File: src/rtl/sync_fifo_param.sv
// sync_fifo_param: single-clock FIFO of any depth >= 2, with registered flags,
// an occupancy count and overflow/underflow pulses.
//
// Optional build macro: SYNC_FIFO_FWFT_EN selects first-word-fall-through reads.
// When it is undefined, rd_data is loaded only on an accepted read.
//
// Ports:
//   clk         rising-edge clock
//   rst         synchronous active-high reset
//   wr_en       write request;  wr_data  write word
//   rd_en       read/pop request
//   rd_data     read word (registered)
//   full        count == FIFO_DEPTH
//   empty       count == 0
//   afull       count >= FIFO_AFULL
//   aempty      count <= FIFO_AEMPTY
//   data_count  words held
//   overflow    one-cycle pulse after wr_en while full
//   underflow   one-cycle pulse after rd_en while empty
module sync_fifo_param #(
    parameter int unsigned DATA_WIDTH  = 8,
    parameter int unsigned FIFO_DEPTH  = 16,
    parameter int unsigned FIFO_AFULL  = FIFO_DEPTH - 1,
    parameter int unsigned FIFO_AEMPTY = 1
) (
    input  logic                               clk,
    input  logic                               rst,
    input  logic                               wr_en,
    input  logic [DATA_WIDTH-1:0]              wr_data,
    input  logic                               rd_en,
    output logic [DATA_WIDTH-1:0]              rd_data,
    output logic                               full,
    output logic                               empty,
    output logic                               afull,
    output logic                               aempty,
    output logic [$clog2(FIFO_DEPTH+1)-1:0]    data_count,
    output logic                               overflow,
    output logic                               underflow
);

    localparam int unsigned ADDR_WIDTH = $clog2(FIFO_DEPTH);
    localparam int unsigned CNT_WIDTH  = $clog2(FIFO_DEPTH + 1);
    localparam logic [ADDR_WIDTH-1:0] LAST_ADDR = ADDR_WIDTH'(FIFO_DEPTH - 1);

    logic [DATA_WIDTH-1:0] mem_q [FIFO_DEPTH];

    logic [ADDR_WIDTH-1:0] wr_ptr_q, wr_ptr_d;
    logic [ADDR_WIDTH-1:0] rd_ptr_q, rd_ptr_d;
    logic [CNT_WIDTH-1:0]  count_q,  count_d;
    logic [DATA_WIDTH-1:0] rd_data_q, rd_data_d;
    logic full_q,  full_d;
    logic empty_q, empty_d;
    logic afull_q, afull_d;
    logic aempty_q, aempty_d;
    logic overflow_q, overflow_d;
    logic underflow_q, underflow_d;

    logic wr_vld_c;
    logic rd_vld_c;

    // Pointer advance with explicit wrap so non-power-of-two depths work.
    function automatic logic [ADDR_WIDTH-1:0] ptr_inc(input logic [ADDR_WIDTH-1:0] p);
        return (p == LAST_ADDR) ? '0 : p + ADDR_WIDTH'(1);
    endfunction

    // Accepted operations use the flags registered before this edge.
    assign wr_vld_c = wr_en & ~full_q;
    assign rd_vld_c = rd_en & ~empty_q;

    // Next-state for pointers, count, flags, pulses and read data.
    always_comb begin
        wr_ptr_d    = wr_ptr_q;
        rd_ptr_d    = rd_ptr_q;
        count_d     = count_q;
        rd_data_d   = rd_data_q;
        overflow_d  = wr_en & full_q;
        underflow_d = rd_en & empty_q;

        if (wr_vld_c) wr_ptr_d = ptr_inc(wr_ptr_q);
        if (rd_vld_c) rd_ptr_d = ptr_inc(rd_ptr_q);

        case ({wr_vld_c, rd_vld_c})
            2'b10:   count_d = count_q + CNT_WIDTH'(1);
            2'b01:   count_d = count_q - CNT_WIDTH'(1);
            default: count_d = count_q;
        endcase

        // Flags come from the next count so they are exact after every edge.
        full_d   = (count_d == CNT_WIDTH'(FIFO_DEPTH));
        empty_d  = (count_d == '0);
        afull_d  = (count_d >= CNT_WIDTH'(FIFO_AFULL));
        aempty_d = (count_d <= CNT_WIDTH'(FIFO_AEMPTY));

`ifdef SYNC_FIFO_FWFT_EN
        // Present the next head; bypass wr_data when the head is being written now.
        if (count_d != '0) begin
            rd_data_d = (wr_vld_c && (wr_ptr_q == rd_ptr_d)) ? wr_data : mem_q[rd_ptr_d];
        end
`else
        if (rd_vld_c) rd_data_d = mem_q[rd_ptr_q];
`endif
    end

    // State registers.
    always_ff @(posedge clk) begin
        if (rst) begin
            wr_ptr_q    <= '0;
            rd_ptr_q    <= '0;
            count_q     <= '0;
            rd_data_q   <= '0;
            full_q      <= 1'b0;
            empty_q     <= 1'b1;
            afull_q     <= 1'b0;
            aempty_q    <= 1'b1;
            overflow_q  <= 1'b0;
            underflow_q <= 1'b0;
        end else begin
            wr_ptr_q    <= wr_ptr_d;
            rd_ptr_q    <= rd_ptr_d;
            count_q     <= count_d;
            rd_data_q   <= rd_data_d;
            full_q      <= full_d;
            empty_q     <= empty_d;
            afull_q     <= afull_d;
            aempty_q    <= aempty_d;
            overflow_q  <= overflow_d;
            underflow_q <= underflow_d;
        end
    end

    // Storage array, not reset.
    always_ff @(posedge clk) begin
        if (wr_vld_c && !rst) mem_q[wr_ptr_q] <= wr_data;
    end

    assign rd_data    = rd_data_q;
    assign full       = full_q;
    assign empty      = empty_q;
    assign afull      = afull_q;
    assign aempty     = aempty_q;
    assign data_count = count_q;
    assign overflow   = overflow_q;
    assign underflow  = underflow_q;

endmodule

File: config.mk
export PLATFORM = sky130hd
export DESIGN_NAME = sync_fifo_param
export DESIGN_NICKNAME = d
export VERILOG_FILES = /design/src/rtl/sync_fifo_param.sv
export SDC_FILE = /design/constraint.sdc
export NUM_CORES = 1
export LEC_CHECK = 0
export ABC_AREA = 1
export CORE_ASPECT_RATIO = 0.5
export CORE_MARGIN = 3
export CORE_UTILIZATION = 64
export DETAILED_ROUTE_END_ITERATION = 7
export HOLD_SLACK_MARGIN = 0.08
export PLACE_DENSITY = 0.88
export SYNTH_ARGS = -nofsm -noshare
export SYNTH_HDL_FRONTEND = slang
export SYNTH_SLANG_ARGS = --single-unit
File: constraint.sdc
create_clock -name clk -period 3.3 [get_ports clk]
set_input_delay 0.66 -clock clk [delete_from_list [all_inputs] [get_ports clk]]
set_output_delay 0.66 -clock clk [all_outputs]
set_load 0.005 [all_outputs]
==> flow_metrics.env <==
export IMPL_swShare=0.266
export IMPL_maxSlewHeadroom=0.374
export IMPL_drtIter0Drc=855
export IMPL_fmax_mhz=401
export IMPL_reg2reg_depth=6
export IMPL_synth_nets=553
export IMPL_yosysUniqueCellTypes=32
export IMPL_finalMaxSlewViolations=0
export IMPL_finalWorstSetupSlack_ps=803
export IMPL_p_int_w=0.00363
export IMPL_wl_per_cell_um=22.9
export IMPL_whs_endpoint="overflow"
export IMPL_power_switching_w=0.00132
export IMPL_met1_usage=0.401
export IMPL_diodes=0
export IMPL_outcome="finished clean"
export IMPL_gr_max_usage_layer="met2"
export IMPL_worstReg2RegStart="rd_ptr_q[0]"
export IMPL_required_ps=3640
export IMPL_met3_usage=0.0951
export IMPL_netlist_instances=534
export IMPL_crit_start="rd_en"
export IMPL_dp_slack_ps=462
export IMPL_min_period_over_period=0.757
export IMPL_cts_sinks=155
export IMPL_cts_root_buf="clkbuf_16"
export IMPL_gp_congestion=0.884
export IMPL_hold_start="full"
export IMPL_grt_overflow_total=0
export IMPL_hold_path_cell_count=2
export IMPL_avgViaCountPerCell=6.48
export IMPL_initial_core_util=0.691
export IMPL_rsz0062_at_grt="false"
export IMPL_htree_num_levels=4
export IMPL_nNetsFinal=590
export IMPL_p_leak_nw=2.53
export IMPL_dp_hpwl_mm=9.57
export IMPL_critPathMaxFanout=24
export IMPL_first_pass_iters=7
export IMPL_p_comb_frac=0.158
export IMPL_worstSetupEndpointType="flop"
export IMPL_arrival_ps=2840
export IMPL_numCtsBuffers=17
export IMPL_p_clk_frac=0.385
export IMPL_power_w=0.00495
export IMPL_num_vias=4625
export IMPL_port_buffers=30
export IMPL_use_met2=0.455
export IMPL_ys_seq_elements=155
export IMPL_rows=24
export IMPL_finalHoldViolations=0
export IMPL_area_growth_pct=16.2
export IMPL_maxCapViolations=0
export IMPL_cts_setup_buffers=0
export IMPL_drive_gt1_frac=0.101
export IMPL_regToRegEndpoint="rd_data[2]"
export IMPL_pwr_share_seq=0.457
export IMPL_crit_path_start_kind="primary input"
export IMPL_hold_path_class="flop to flop"
export IMPL_cts_clk_slew_worst_paths_ps=60
export IMPL_ctsResizeCount=0
export IMPL_power_density_nw_per_um2=676
export IMPL_gr_usage_all_layers=0.301
export IMPL_fp_dieH_um=76.2
export IMPL_io_pins=31
export IMPL_avgSynthCellArea_um2=11.8
export IMPL_fin_crit_ps=2500
export IMPL_totalNegativeSetupSlack_ps=0
export IMPL_clock_skew_ps=13.2
export IMPL_synth_area_um2=6300
export IMPL_ys_warn_count=0
export IMPL_die_w_um=146
export IMPL_cts_tree="built"
export IMPL_yosysSeqAreaShare=0.696
export IMPL_grt_max_degree=41
export IMPL_clock_path_buffers=2
export IMPL_tightest_slew_ps=937
export IMPL_grt_pass1_vias=4553
export IMPL_r2r_setup_slack_ps=1130
export IMPL_core_area_um2=9130
export IMPL_grt_pass1_wl_mm=25.4
export IMPL_antenna_found_initial=0
export IMPL_drc=0
export IMPL_final_setup_viol_count=0
export IMPL_ctsHoldBuffers=0
export IMPL_clk_latency_ps=420
export IMPL_crit_type="primary input to flop"
export IMPL_irDropWorstVdd_v=0.000472
export IMPL_dieArea_um2=11100
export IMPL_antenna_left=0
export IMPL_wirelength_mm=16.3
[sequential cells by signal, indices dropped and copies added (netlist names)]
register,count
aempty,1
afull,1
data_count,5
empty,1
full,1
mem_q,128
overflow,1
rd_data,8
rd_ptr_q,4
underflow,1
wr_ptr_q,4
[critical path: stages]
cell and delay (ps):
clkdlybuf4s50_1 490, inv_2 60, nor2_8 280, nand2_4 130, nand2_1 80, nand2_1 80
ha_1 180, inv_1 50, nand2_1 100, nand3b_1 190, nand2_1 80, nand2_1 60
o21ai_2 90, nand4_2 140, o21bai_1 160
[final cells by class]
cell class / instances / area (um^2)
flip-flops and latches: 155 / 4390
multi-input cells: 322 / 1680
inverters: 30 / 113
well taps: 130 / 163
clock inverters: 9 / 96.3
fillers: 480 / 1800
clock buffers: 23 / 478
repair buffers: 45 / 413
[routing by layer]
metal	wire length [um]	vias up
li1	-	2001
met1	6030	2122
met5	0	-
met2	7380	440
met4	596	0
met3	2320	62
[worst max-delay path by stage]
stage | end | slack [ps] | cells after the start
2_1_floorplan | empty | 1140 | 9
3_3_place_gp | empty | 530 | 12
3_5_place_dp | afull | 460 | 16
4_1_cts | empty | 840 | 15
5_1_grt | aempty | 680 | 17
6_report | empty | 800 | 15
[cells by family (layout without fill, tap and decap cells)]
| kind of cell | count (synthesis) | after routing | share of synthesized area |
|---|---|---|---|
| flops | 155 | 155 | 0.696 |
| buf+inv | 57 | 107 | 0.0381 |
| simple gates | 178 | 178 | 0.124 |
| fa+ha+maj | 7 | 7 | 0.0139 |
| compound gates | 133 | 133 | 0.123 |
| xor+xnor | 4 | 4 | 0.00556 |
[through the flow]
step / instance area (um^2) / hold WS, ps / util / cells
after global routing: 7330 / 502 / 0.803 / 714
after detailed placement: 6750 / 467 / 0.740 / 682
final: 7330 / 483 / 0.803 / 714
after global placement: 6750 / 470 / 0.740 / 682
after CTS: 7330 / 482 / 0.803 / 714
after floorplan: 6300 / 446 / - / 534
[placed cells by master, fill, tap and decap left out, drive strengths merged, types with 5 or more instances in the layout]
cell type | synthesis | final
ha | 7 | 7
nand3 | 11 | 11
o21ai | 83 | 83
nand2 | 60 | 60
clkinv | 1 | 7
a41oi | 8 | 8
o221ai | 8 | 8
edfxtp | 128 | 128
clkdlybuf4s50 | 0 | 30
buf | 14 | 15
clkbuf | 13 | 23
o22ai | 20 | 20
nor3 | 9 | 9
nor2 | 92 | 92
inv | 29 | 29
o211ai | 8 | 8
dfxtp | 27 | 27
a21oi | 5 | 5
[synthesized netlist by cell type]
library cell / count / area share
edfxtp_1: 128 / 0.61
nor2_1: 90 / 0.054
o21ai_0: 74 / 0.059
nand2_1: 53 / 0.032
inv_1: 28 / 0.017
dfxtp_1: 27 / 0.086
o22ai_1: 20 / 0.020
buf_2: 12 / 0.0095
clkbuf_1: 10 / 0.0060
nor3_1: 9 / 0.0071
a41oi_1: 8 / 0.011
nand3_1: 8 / 0.0064
o211ai_1: 8 / 0.0095
o21ai_1: 8 / 0.0064
o221ai_1: 8 / 0.011
ha_1: 7 / 0.014
a21oi_1: 5 / 0.0040
nand2_2: 5 / 0.0050
xor2_1: 4 / 0.0056
clkbuf_2: 3 / 0.0024
nand3_2: 3 / 0.0048
nand3b_1: 3 / 0.0036
buf_4: 2 / 0.0024
nand2_4: 2 / 0.0036
nand4_1: 2 / 0.0020
clkinv_1: 1 / 0.00059
inv_2: 1 / 0.00059
nand4_2: 1 / 0.0020
nor2_2: 1 / 0.00099
nor2_8: 1 / 0.0032
o21ai_2: 1 / 0.0014
o21bai_1: 1 / 0.0012
[power by group through the flow]
stage | logic [W] | registers, W | clock network, W
after detailed placement | 0.000737 | 0.00230 | 0
final | 0.000781 | 0.00226 | 0.00191
after global routing | 0.000847 | 0.00227 | 0.00198
after global placement | 0.000709 | 0.00230 | 0
after floorplan | 0.000481 | 0.00227 | 0
after CTS | 0.000762 | 0.00226 | 0.00190
(Power assumes the default switching activity.)
